[src/rtl/auto_player.sv]
// auto_player
// Automatic song sequencer for auto-play mode. Walks a song ROM note by note,
// times every note with an internal tick prescaler and follows each note with
// a silent articulation gap. Supports pause/resume, next/previous song,
// repeat modes, tempo scaling and a done flag.
//
// Ports
//   clk, rst                  clock and asynchronous active-high reset
//   en                        auto mode enable; low forces IDLE
//   song_sel                  start song, sampled while in IDLE
//   pause_tgl, next_p, prev_p single-cycle control pulses
//   repeat_mode               00/11 next song, 01 repeat song, 10 stop at end
//   tempo                     right-shift applied to note durations
//   rom_song, rom_idx         ROM address (song, note index)
//   rom_track                 index of the last note of rom_song
//   rom_octave/note/length    combinational ROM data for the current address
//   octave, note              registered current note
//   gate                      tone enable
//   led                       one-hot note bar (bit note-1) while gate is high
//   playing                   high in LOAD/PLAY/GAP
//   done                      high in DONE
module auto_player #(
  parameter int SONG_BITS   = 3,
  parameter int NUM_SONGS   = 8,
  parameter int CNT_BITS    = 8,
  parameter int OCTAVE_BITS = 2,
  parameter int NOTE_BITS   = 3,
  parameter int LENGTH_BITS = 3,
  parameter int TICK_DIV    = 100000,
  parameter int BASE_TICKS  = 125,
  parameter int GAP_TICKS   = 10
) (
  input  logic                   clk,
  input  logic                   rst,
  input  logic                   en,
  input  logic [SONG_BITS-1:0]   song_sel,
  input  logic                   pause_tgl,
  input  logic                   next_p,
  input  logic                   prev_p,
  input  logic [1:0]             repeat_mode,
  input  logic [1:0]             tempo,
  output logic [SONG_BITS-1:0]   rom_song,
  output logic [CNT_BITS-1:0]    rom_idx,
  input  logic [CNT_BITS-1:0]    rom_track,
  input  logic [OCTAVE_BITS-1:0] rom_octave,
  input  logic [NOTE_BITS-1:0]   rom_note,
  input  logic [LENGTH_BITS-1:0] rom_length,
  output logic [OCTAVE_BITS-1:0] octave,
  output logic [NOTE_BITS-1:0]   note,
  output logic                   gate,
  output logic [6:0]             led,
  output logic                   playing,
  output logic                   done
);

  localparam int PRE_W = (TICK_DIV > 1) ? $clog2(TICK_DIV) : 1;
  // Wide enough for (2^LENGTH_BITS)*BASE_TICKS so nothing is lost before the shift.
  localparam int DUR_W = LENGTH_BITS + $clog2(BASE_TICKS) + 1;
  localparam int GAP_W = (GAP_TICKS > 0) ? $clog2(GAP_TICKS + 1) : 1;

  typedef enum logic [2:0] {IDLE, LOAD, PLAY, GAP, PAUSE, DONE} state_t;

  state_t             state;
  state_t             ret_state;
  state_t             step_state;
  logic [PRE_W-1:0]   pre;
  logic [DUR_W-1:0]   dur;
  logic [GAP_W-1:0]   gcnt;

  logic               tick;
  logic               phase_end;
  logic               to_gap;
  logic               at_last;
  logic               do_step;
  logic [DUR_W-1:0]   len_plus;
  logic [DUR_W-1:0]   dur_prod;
  logic [DUR_W-1:0]   dur_shift;
  logic [DUR_W-1:0]   dur_load;
  logic [SONG_BITS-1:0] song_inc;
  logic [SONG_BITS-1:0] song_dec;
  logic [6:0]         cur_led;
  logic [6:0]         new_led;

  function automatic logic [6:0] led_for(input logic [NOTE_BITS-1:0] n);
    led_for = 7'd0;
    if (n != '0) led_for = 7'd1 << (n - NOTE_BITS'(1));
  endfunction

  // Note duration in ticks for the note being loaded; a zero result after the
  // tempo shift is promoted to one tick so every note is audible.
  assign len_plus  = DUR_W'(rom_length) + DUR_W'(1);
  assign dur_prod  = len_plus * DUR_W'(BASE_TICKS);
  assign dur_shift = dur_prod >> tempo;
  assign dur_load  = (dur_shift == '0) ? DUR_W'(1) : dur_shift;

  assign song_inc = (rom_song == SONG_BITS'(NUM_SONGS - 1)) ? '0 : rom_song + SONG_BITS'(1);
  assign song_dec = (rom_song == '0) ? SONG_BITS'(NUM_SONGS - 1) : rom_song - SONG_BITS'(1);

  assign cur_led = led_for(note);
  assign new_led = led_for(rom_note);

  // The resume edge out of PAUSE counts as a normal step of the saved phase,
  // so the edge that enters PAUSE does not count; total note length is kept.
  assign step_state = (state == PAUSE) ? ret_state : state;
  assign do_step    = ((state == PLAY || state == GAP) && !pause_tgl) ||
                      (state == PAUSE && pause_tgl);
  assign tick       = (pre == PRE_W'(TICK_DIV - 1));
  assign phase_end  = tick && ((step_state == PLAY) ? (dur == DUR_W'(1))
                                                    : (gcnt == GAP_W'(1)));
  assign to_gap     = (step_state == PLAY) && (GAP_TICKS != 0);
  assign at_last    = !(rom_idx < rom_track);

  // Single FSM register block. Outputs are assigned from the state being
  // entered so they line up with the registered state; later assignments in
  // the step section override the hold-in-phase defaults on transitions.
  always_ff @(posedge clk or posedge rst) begin
    if (rst) begin
      state     <= IDLE;
      ret_state <= PLAY;
      pre       <= '0;
      dur       <= '0;
      gcnt      <= '0;
      rom_song  <= '0;
      rom_idx   <= '0;
      octave    <= '0;
      note      <= '0;
      gate      <= 1'b0;
      led       <= 7'd0;
      playing   <= 1'b0;
      done      <= 1'b0;
    end else if (state == IDLE) begin
      rom_song <= song_sel;
      rom_idx  <= '0;
      octave   <= '0;
      note     <= '0;
      gate     <= 1'b0;
      led      <= 7'd0;
      done     <= 1'b0;
      playing  <= en;
      state    <= en ? LOAD : IDLE;
    end else if (!en) begin
      state   <= IDLE;
      octave  <= '0;
      note    <= '0;
      gate    <= 1'b0;
      led     <= 7'd0;
      playing <= 1'b0;
      done    <= 1'b0;
    end else if (next_p || prev_p) begin
      rom_song <= next_p ? song_inc : song_dec;
      rom_idx  <= '0;
      state    <= LOAD;
      gate     <= 1'b0;
      led      <= 7'd0;
      playing  <= 1'b1;
      done     <= 1'b0;
    end else begin
      case (state)
        LOAD: begin
          octave  <= rom_octave;
          note    <= rom_note;
          dur     <= dur_load;
          pre     <= '0;
          state   <= PLAY;
          gate    <= (rom_note != '0);
          led     <= new_led;
          playing <= 1'b1;
        end
        PLAY, GAP: begin
          if (pause_tgl) begin
            ret_state <= state;
            state     <= PAUSE;
            gate      <= 1'b0;
            led       <= 7'd0;
            playing   <= 1'b0;
          end
        end
        default: ;
      endcase

      if (do_step) begin
        pre     <= tick ? '0 : pre + PRE_W'(1);
        state   <= step_state;
        gate    <= (step_state == PLAY) && (note != '0);
        led     <= (step_state == PLAY) ? cur_led : 7'd0;
        playing <= 1'b1;
        if (tick && !phase_end) begin
          if (step_state == PLAY) dur <= dur - DUR_W'(1);
          else gcnt <= gcnt - GAP_W'(1);
        end
        if (phase_end) begin
          gate <= 1'b0;
          led  <= 7'd0;
          if (to_gap) begin
            state <= GAP;
            gcnt  <= GAP_W'(GAP_TICKS);
          end else if (!at_last) begin
            rom_idx <= rom_idx + CNT_BITS'(1);
            state   <= LOAD;
          end else begin
            case (repeat_mode)
              2'b01: begin
                rom_idx <= '0;
                state   <= LOAD;
              end
              2'b10: begin
                state   <= DONE;
                playing <= 1'b0;
                done    <= 1'b1;
              end
              default: begin
                rom_song <= song_inc;
                rom_idx  <= '0;
                state    <= LOAD;
              end
            endcase
          end
        end
      end
    end
  end

endmodule

[config.mk]
export PLATFORM = sky130hd
export DESIGN_NAME = auto_player
export DESIGN_NICKNAME = d
export VERILOG_FILES = /design/src/rtl/auto_player.sv
export SDC_FILE = /design/constraint.sdc
export NUM_CORES = 1
export LEC_CHECK = 0
export ABC_AREA = 1
export ABC_CLOCK_PERIOD_IN_PS = 3000
export CAP_MARGIN = 20
export CORE_ASPECT_RATIO = 1.75
export CORE_MARGIN = 1.5
export CORE_UTILIZATION = 45
export DETAILED_ROUTE_END_ITERATION = 12
export GPL_TIMING_DRIVEN = 0
export PLACE_DENSITY_LB_ADDON = 0.2
export SYNTH_ARGS = -nofsm -noshare
export SYNTH_HDL_FRONTEND = slang
export SYNTH_SLANG_ARGS = --single-unit
[constraint.sdc]
create_clock -name clk -period 3 [get_ports clk]
set_input_delay 0.6 -clock clk [delete_from_list [all_inputs] [get_ports clk]]
set_output_delay 0.6 -clock clk [all_outputs]
set_load 0.03 [all_outputs]
==> results of run 1 <==
-- flip-flops by register name, indices dropped and copies added, names as in the netlist --
signal     count
dur           11
gate           1
led            7
done           1
octave         2
ret_state      3
playing        1
pre           17
rom_idx        8
rom_song       3
note           3
gcnt           4
state          3
-- final cells by class --
cell class / instances / area, sq um
fillers: 975 / 4556
multi-input cells: 516 / 3251
flip-flops and latches: 64 / 1603
repair buffers: 74 / 732.0
inverters: 130 / 499.2
clock buffers: 9 / 225.2
well taps: 132 / 165.2
clock inverters: 7 / 72.57
plain buffers: 11 / 63.81
-- worst min-delay path by stage --
stage                            start           end  slack, ps  depth (start not counted)
after floorplan           ret_state[1]  ret_state[1]        430                          2
after global placement    ret_state[1]  ret_state[1]        440                          2
after detailed placement  ret_state[1]  ret_state[1]        460                          2
after CTS                 ret_state[1]  ret_state[1]        470                          2
after global routing      ret_state[1]  ret_state[1]        480                          2
final                     ret_state[1]  ret_state[1]        460                          2
-- cell families after synthesis --
kind of cell / count (synthesis) / synth area share [%]
xor+xnor: 14 / 2.375
compound gates: 127 / 14.52
simple gates: 330 / 29.40
flops: 64 / 31.05
fa+ha+maj: 45 / 11.92
buf+inv: 141 / 10.74
-- layer usage --
| metal | wire (microns) | share of wire, % | GRT usage, % | vias to the layer above |
|---|---|---|---|---|
| met5 | 0 | 0 | 0 | - |
| met4 | 474 | 3.4 | 11.56 | 0 |
| met3 | 324 | 2.3 | 2.836 | 30 |
| met2 | 8046 | 58 | 49.19 | 102 |
| met1 | 4979 | 36 | 22.93 | 2389 |
| li1 | - | - | - | 2532 |
-- cell usage in the layout, fill, tap and decap left out, types with 5 or more instances in the layout --
cell / n
nor2_1: 50
o21ai_0: 37
buf_4: 15
inv_1: 109
nand2_2: 12
nand3_2: 15
dfrtp_1: 63
nand4_1: 15
nand3_1: 52
clkbuf_1: 5
xor2_1: 11
inv_2: 16
clkbuf_16: 9
nor3_1: 9
nor2_2: 5
ha_1: 33
a21oi_1: 21
nand2_1: 153
nor2_4: 6
o21ai_1: 14
buf_6: 7
o22ai_1: 16
clkdlybuf4s50_1: 51
o211ai_1: 9
o21ai_2: 5
-- power by group through the flow --
stage,registers [mW],clock network [mW],logic [mW]
5_1_grt,1.11,1.10,1.39
2_1_floorplan,1.11,0,0.762
3_3_place_gp,1.10,0,1.04
4_1_cts,1.09,1.06,1.16
3_5_place_dp,1.11,0,1.07
6_report,1.10,1.05,1.24
-- repair_timing --
item	CTS	global route
resized for setup	40	28
endpoints found under the setup margin	11	11
setup buffers	17	3
pin swaps	31	21
-- worst min-delay path, stage by stage, from the launching register on --
cell and delay (ps):
dfstp_2 370, inv_1 40, nand2_1 50
==> impl_metrics.ini, run 1 <==
[layout]
fin_area_sq_mm = 0.006611
drive_gt1_share_pct = 16.89
syn_to_final_growth_pct = 28.07
final_util_pct = 59.20
fin_nets = 880
fin_cells = 943
diodes = 0

[critical_path]
cp_cell_sequence = buf_12 -> ha_4 -> xnor2_4 -> inv_4 -> fa_2 -> fa_1 -> ha_4 -> nand2_1 -> nor2_2 -> nand3_2 -> nand2_2 -> nand2_1 -> nand3_1 -> nand2_2 -> nand2_2 -> o21ai_2 -> nand3_1 -> nand2_1 -> nand2_1 -> nand2_1 -> nand2_1 -> nand2_1
critPathCapture = dur[0]
timing.rr.end = pre[11]
start_kind = input port
crit_type = input port to register
cp_common_cell = nand2_1
cp.buffers_inverters = 2
cp.required_ps = 3240
cp.arrival_ps = 3630
crit_cells = 22
reg2reg_from = pre[0]
cpPeakStageDelay_ps = 580
path_delay_family = adder cells
r2r_cells = 10
crit_path_end_kind = register
cp_slowest_cell = fa_2
startpoint = rom_length[0]
crit_path_max_fanout = 6
r2r_slack_ps = 720

[global_route]
antenna_found_initial = 0
grt_use_total_pct = 23.90
grt_max_degree = 38
grt.overflow.total = 0
grt_pass1_wl_microns = 23240
grt_pass1_vias = 5167

[synthesis]
synth_area_per_cell_sq_um = 7.160
synthTopCellsByCount = nand2_1 (164), inv_1 (116), nand3_1 (65)
synth_area_leaders = dfrtp_1 (31%), nand2_1 (12%), ha_1 (9.2%)
synth_seq_cells = 64
seq_area_frac_synth_pct = 31.05
synth_edf_count = 0
synth_area_sq_mm = 0.005162
yosysMostFrequentCell = nand2_1
synth_top_area_share_pct = 30.54
yosys_warnings = 0
syn-num-nets = 795
synth_cells = 721
yosysUniqueCellTypes = 49
yosys.area.top_type = dfrtp_1
async_reset_ff_share_pct = 100.0
synth_flop_cell = dfrtp_1

[route]
vias = 5053
drtPass1Iterations = 5
drt_wl_total_microns = 13830
post-route-drc-count = 0
drt_iter0_markers = 249
wl_per_cell_microns = 14.66
final_antenna_net_count = 0
vias_per_cell = 5.358

[pwr]
pwr-share-clk_pct = 31.1
power.net_switching_mw = 1.266
power_mw = 3.394
p_seq_share_pct = 32.3
internal_power_mw = 2.128
powerDensity_mw_per_mm2 = 513.4
netSwitchingFraction_pct = 37.31
irDropWorstVdd_mv = 0.4119
power_frac_comb_pct = 36.6
p_leak_nw = 3.207

[clock_network]
clkLatencyLatePin_ps = 340
cts.hold.buffers_added = 0
tritoncts = done
cts.sinks = 64
cts-buffers-inserted = 9
cts_root_buf = clkbuf_16
htreeDepth = 3
clockBufferDepth = 2
clk_pin_slew_ps = 60

[floorplan]
ios = 55
die_h_microns = 144.7
core_sq_mm = 0.01117
start_util_pct = 46.23
std_cell_rows = 51
die_w_microns = 83.97
die_area_sq_mm = 0.01215

[sta]
hold_viol_final = 0
tightest_slew_ps = 692.4
rsz0062_at_grt = true
worst_slack_ps = -395.3
layout_min_cycle_time_ps = 3395
max_slew_margin_pct = 53.64
fin_hold_ws_ps = 461.4
setup_tns_ps = -2454
finalCritPeriodShare_pct = 113.2
skew_ps = 8.947
finalSetupViolCount = 10
maxSlewViolCount = 0
max_freq_mhz = 294.5

[run_status]
status = finished, violations left
violations = negative setup slack

[place]
place_inst = 908
gp_congestion = 0.8922
pre_cts_ws_ps = -1989
dpl-instance-area_sq_mm = 0.005982
port_buffers = 54
hpwl_microns = 10750

[hold_path]
worstHoldPathType = register to register

[flow_run]
cap_viol_max_count = 0
Power figures use the tool's default switching activity.
==> run 2, diff against run 1 <==
--- a/config.mk
+++ b/config.mk
@@ -13,7 +13,8 @@
 export CORE_UTILIZATION = 45
 export DETAILED_ROUTE_END_ITERATION = 12
 export GPL_TIMING_DRIVEN = 0
-export PLACE_DENSITY_LB_ADDON = 0.2
+export PLACE_DENSITY = 0.65
 export SYNTH_ARGS = -nofsm -noshare
 export SYNTH_HDL_FRONTEND = slang
 export SYNTH_SLANG_ARGS = --single-unit
+export TNS_END_PERCENT = 50
==> run 2 against run 1 <==
Against the previous run: the run still ends with negative setup slack left; routed wire length down 2.7%; critical path depth up 1; fmax down 0.56%; register-to-register slack improved by 70 ps; count of clock-buffer cells in the layout is 3 higher; sequential share of layout area grew 0.16 points; sequential power hardly changed; flip-flop and latch count stayed put; setup slack worse by 19 ps; combinational power about the same; clock skew grew 2.9 ps; cell count fell by 0.21%; largest power group unchanged.
==> impl_metrics.ini, run 2 (synthesized netlist as in run 1, its figures left out) <==
[run_status]
status = finished, violations left
violations = negative setup slack

[layout]
syn_to_final_growth_pct = 27.22
drive_gt1_share_pct = 16.32
most-common-layout-cells = nand2_1 (150), inv_1 (106), dfrtp_1 (63)
final_util_pct = 58.81
diodes = 0
fin_nets = 878
final_common_cell = nand2_1
largest_reg_flops = 17
top_register = pre
largestRegisters = pre: 17 flops, dur: 11 flops, rom_idx: 8 flops

[clock_network]
clockBufferDepth = 2
htreeDepth = 3
cts-buffers-inserted = 9
cts_root_buf = clkbuf_16
clk_pin_slew_ps = 50
clkLatencyLatePin_ps = 340
tritoncts = done
cts.sinks = 64

[global_route]
grt_pass1_wl_microns = 22540
grt.met2_usage_pct = 45.80
grt_use_total_pct = 23.20
gr-max-usage-layer = met2
grt_max_degree = 36
gr-usage-met1_pct = 22.75
antenna_found_initial = 0
grt_pass1_vias = 5050
use_met3_pct = 4.254
grt.overflow.total = 0

[sta]
rsz0062_at_grt = true
max_slew_margin_pct = 55.91
max_freq_mhz = 292.9
fin_hold_ws_ps = 453.2
finalSetupViolCount = 10
skew_ps = 11.84
layout_min_cycle_time_ps = 3414
maxSlewViolCount = 0
tightest_slew_ps = 660.3
finalCritPeriodShare_pct = 113.8
hold_viol_final = 0
setup_tns_ps = -2663
worst_slack_ps = -414.3

[critical_path]
crit_path_max_fanout = 6
crit_path_end_kind = register
cp.arrival_ps = 3690
crit_type = input port to register
cp.required_ps = 3270
start_kind = input port

[route]
wl_per_cell_microns = 14.29
final_antenna_net_count = 0
drt_wl_total_microns = 13450
vias = 5071
drtPass1Iterations = 5
vias_per_cell = 5.389
post-route-drc-count = 0
drt_iter0_markers = 231

[floorplan]
start_util_pct = 46.23
ios = 55
die_area_sq_mm = 0.01215
std_cell_rows = 51
core_sq_mm = 0.01117
die_h_microns = 144.7
die_w_microns = 83.97

[pwr]
irDropWorstVdd_mv = 0.4354
power_mw = 3.301
powerDensity_mw_per_mm2 = 502.6
p_leak_nw = 3.181

[hold_path]
worstHoldPathType = register to register

[flow_run]
cap_viol_max_count = 0

[place]
port_buffers = 54
hpwl_microns = 10400
pre_cts_ws_ps = -1896
gp_congestion = 0.9093
run 2: changes by cell type in the layout (fill, tap and decap cells not counted), moves of 2 or more:
cell | previous run | this run
a21oi_1 | 21 | 24
a21oi_2 | 3 | 1
buf_6 | 7 | 3
clkbuf_1 | 5 | 7
inv_1 | 109 | 106
inv_2 | 16 | 19
nand2_1 | 153 | 150
nand2_2 | 12 | 14
run 2: report_power, final:
part           internal [mW]  leakage, nW  switching (mW)
clock                  0.582        0.133           0.377
sequential             0.978        0.835           0.119
combinational          0.507         2.21           0.737
run 2: what timing repair did:
| action | CTS | global route |
|---|---|---|
| pin swaps | 21 | 24 |
| hold buffers | 0 | 0 |
| setup endpoints to repair | 11 | 11 |
| buffers inserted | 16 | 1 |
| gates resized for setup | 51 | 15 |
run 2: critical path, cell delays in order:
cell	delay (ps)
buf_12	110
ha_4	170
xnor2_4	170
inv_4	80
fa_2	580
fa_1	470
ha_4	350
nand2_2	70
nand3_2	70
nand2_2	70
nand2_1	70
nand2_1	70
nand3_2	80
nand2_1	70
nand2_1	90
nand2_2	80
nor2_1	90
nand3_1	80
nand2_1	70
nand2_1	40
nand2_1	70
nand2_1	50
nand2_1	60
run 2: worst paths after layout:
path	cells after the start	slack, ps	from	endpoint
max in group asynchronous	3	1640	rst	ret_state[1]
setup reg to reg	9	790	rom_idx[3]	rom_song[1]
hold reg to reg	2	450	ret_state[1]	ret_state[1]
hold / removal	2	450	ret_state[1]	ret_state[1]
setup / recovery	23	-410	rom_length[0]	dur[0]
min in group asynchronous	2	680	rst	dur[8]
run 2: final cells by class:
| cell class | count | area (sq um) |
|---|---|---|
| clock buffer | 12 | 246.5 |
| sequential | 64 | 1603 |
| tap | 132 | 165.2 |
| inverter | 130 | 501.7 |
| clock inverter | 4 | 30.03 |
| fill | 1018 | 4599 |
| multi-input combinational | 516 | 3237 |
| timing repair buffer | 72 | 720.7 |
| buffer | 11 | 63.81 |
run 2: per-layer routing:
metal,up-vias,part of all wire [%]
met5,-,0
met4,0,4.2
met3,41,3.8
met2,131,56
met1,2362,37
li1,2537,-
run 2: metrics by stage:
step,cells,cell area (sq um)
after floorplan,721,5248
after global placement,907,5953
after detailed placement,908,5973
after CTS,940,6515
after global routing,941,6568
final,941,6568
==> run 3, diff against run 2 <==
--- a/config.mk
+++ b/config.mk
@@ -6,14 +6,14 @@
 export NUM_CORES = 1
 export LEC_CHECK = 0
 export ABC_AREA = 1
-export ABC_CLOCK_PERIOD_IN_PS = 3000
+export ABC_CLOCK_PERIOD_IN_PS = 3500
 export CAP_MARGIN = 20
 export CORE_ASPECT_RATIO = 1.75
 export CORE_MARGIN = 1.5
 export CORE_UTILIZATION = 45
 export DETAILED_ROUTE_END_ITERATION = 12
 export GPL_TIMING_DRIVEN = 0
-export PLACE_DENSITY = 0.65
+export PLACE_DENSITY = 0.66
 export SYNTH_ARGS = -nofsm -noshare
 export SYNTH_HDL_FRONTEND = slang
 export SYNTH_SLANG_ARGS = --single-unit
==> constraint.sdc (replaced) <==
create_clock -name clk -period 3.5 [get_ports clk]
set_input_delay 0.525 -clock clk [delete_from_list [all_inputs] [get_ports clk]]
set_output_delay 0.525 -clock clk [all_outputs]
set_load 0.03 [all_outputs]
==> run 3 against run 2 <==
Against the previous run: cell count grew 0.11%; critical path depth did not move; die area is the same; highest routed layer unchanged; critical path type unchanged; final area down 0.27%; flip-flop and latch count stayed put; first-iteration DRC count rose by 6.5%; the flow now finishes without violations; setup slack improved by 500 ps; utilization is 0.16 points lower; clock skew fell by 3.6 ps; sequential power is 14% lower.
==> impl_metrics.ini, run 3 (synthesized netlist as in run 1, its figures left out) <==
[run_status]
status = finished, final reports clean

[floorplan]
core_sq_mm = 0.01117
die_w_microns = 83.97
die_h_microns = 144.7
start_util_pct = 46.23
ios = 55
std_cell_rows = 51
die_area_sq_mm = 0.01215

[sta]
max_freq_mhz = 292.5
finalSetupViolCount = 0
hold_viol_final = 0
rsz0062_at_grt = true
maxSlewViolCount = 0
finalCritPeriodShare_pct = 97.68
max_slew_margin_pct = 55.82
layout_min_cycle_time_ps = 3419
worst_slack_ps = 81.13
skew_ps = 8.224
tightest_slew_ps = 659.9

[hold_path]
worstHoldPathType = register to register

[pwr]
power.net_switching_mw = 1.049
internal_power_mw = 1.947
p_seq_share_pct = 31.4
p_leak_nw = 3.205
power_frac_comb_pct = 33.9
powerDensity_mw_per_mm2 = 457.4
netSwitchingFraction_pct = 35.02
irDropWorstVdd_mv = 0.4323
power_mw = 2.996
pwr-share-clk_pct = 34.7

[critical_path]
cp.arrival_ps = 3700
cpPeakStageDelay_ps = 620
cp_cell_sequence = buf_12 -> ha_4 -> xnor2_2 -> inv_2 -> fa_2 -> fa_1 -> ha_4 -> nand2_1 -> nand3_2 -> nand2_2 -> nand2_1 -> nand2_1 -> nand2_1 -> nand2_1 -> nand2_2 -> nand2_2 -> o21ai_2 -> nand3_1 -> nand2_1 -> nand2_1 -> nand2_1 -> nand2_1 -> nand2_1
crit_path_end_kind = register
crit_path_max_fanout = 7
cp.required_ps = 3780
cp_common_cell = nand2_1
crit_type = input port to register
start_kind = input port
cp_slowest_cell = fa_2

[clock_network]
clockBufferDepth = 2
htreeDepth = 3
clkLatencyLatePin_ps = 340
cts_root_buf = clkbuf_16
tritoncts = done
cts-buffers-inserted = 9
clk_pin_slew_ps = 60
cts.hold.buffers_added = 0
cts.sinks = 64

[route]
post-route-drc-count = 0
wl_per_cell_microns = 14.42
vias = 5080
drt_iter0_markers = 246
drtPass1Iterations = 5
final_antenna_net_count = 0
vias_per_cell = 5.393
drt_wl_total_microns = 13580

[flow_run]
cap_viol_max_count = 0

[global_route]
grt_use_total_pct = 22.61
grt_pass1_wl_microns = 22320
grt.overflow.total = 0
grt_pass1_vias = 5077
antenna_found_initial = 0
grt_max_degree = 41

[layout]
final_common_cell = nand2_1
largest_reg_flops = 17
top_register = pre
largestRegisters = pre: 17 flops, dur: 11 flops, rom_idx: 8 flops
syn_to_final_growth_pct = 26.88
drive_gt1_share_pct = 15.06
fin_nets = 879
most-common-layout-cells = nand2_1 (155), inv_1 (110), dfrtp_1 (63)
diodes = 0
fill_cells = 1033

[place]
hpwl_microns = 10240
port_buffers = 54
gp_congestion = 0.8947
pre_cts_ws_ps = -1296
## run 3: cell count changes in the layout (fill, tap and decap cells not counted), moves of 4 or more
cell and change:
nand2_1 +5, o21ai_1 -4, o21ai_0 +5, nand2_2 -4, inv_1 +4
## run 3: stage by stage
step,util [%],area [sq um],cells,hold WS (ps),TNS (ps)
after detailed placement,52.95,5913,908,455.1,-10810
after global placement,52.77,5893,907,443.0,-10430
after CTS,57.03,6369,933,465.4,0
after floorplan,-,5187,721,432.9,0
after global routing,58.66,6550,942,471.4,-57.74
final,58.66,6550,942,461.8,0
## run 3: final timing paths
| check | end | cells past startpoint | slack [ps] | from |
|---|---|---|---|---|
| worst min register to register | ret_state[1] | 2 | 460 | ret_state[1] |
| worst min-delay path | ret_state[1] | 2 | 460 | ret_state[1] |
| worst max-delay path | dur[0] | 23 | 80 | rom_length[0] |
| worst max register to register | octave[0] | 5 | 1230 | state[2] |
| min in group asynchronous | dur[0] | 2 | 560 | rst |
| max in group asynchronous | ret_state[1] | 3 | 2280 | rst |
## run 3: critical path: cells and delay by family
kind	cells	cell delay, ps
fa+ha+maj	4	1580
simple gates	15	1110
buf+inv	2	220
xor+xnor	1	170
compound gates	1	90
## run 3: power by group through the flow
stage	registers, mW	logic (mW)	clock network (mW)
2_1_floorplan	0.955	0.619	0
3_3_place_gp	0.943	0.845	0
3_5_place_dp	0.948	0.881	0
4_1_cts	0.936	0.931	1.05
5_1_grt	0.954	1.13	1.09
6_report	0.941	1.02	1.04
## run 3: what timing repair did
| action | in CTS | in global routing |
|---|---|---|
| endpoints found under the setup margin | 11 | 3 |
| buffers inserted | 9 | 9 |
| pin swaps | 10 | 24 |
| gates resized for setup | 25 | 33 |
## run 3: cell type report
type / count / area (sq um) / share of cell area, %
tap: 132 / 165.2 / 2.521
sequential: 64 / 1603 / 24.47
timing repair buffer: 73 / 705.7 / 10.77
multi-input combinational: 516 / 3174 / 48.46
clock inverter: 7 / 118.9 / 1.815
inverter: 130 / 494.2 / 7.545
clock buffer: 9 / 225.2 / 3.438
buffer: 11 / 63.81 / 0.9742
## run 3: layer usage
layer | up-vias | part of all wire [%] | GRT usage [%]
li1 | 2530 | - | -
met1 | 2416 | 38 | 22.87
met2 | 109 | 57 | 46.14
met3 | 25 | 2.6 | 2.836
met4 | 0 | 2.3 | 8.714
met5 | - | 0 | 0
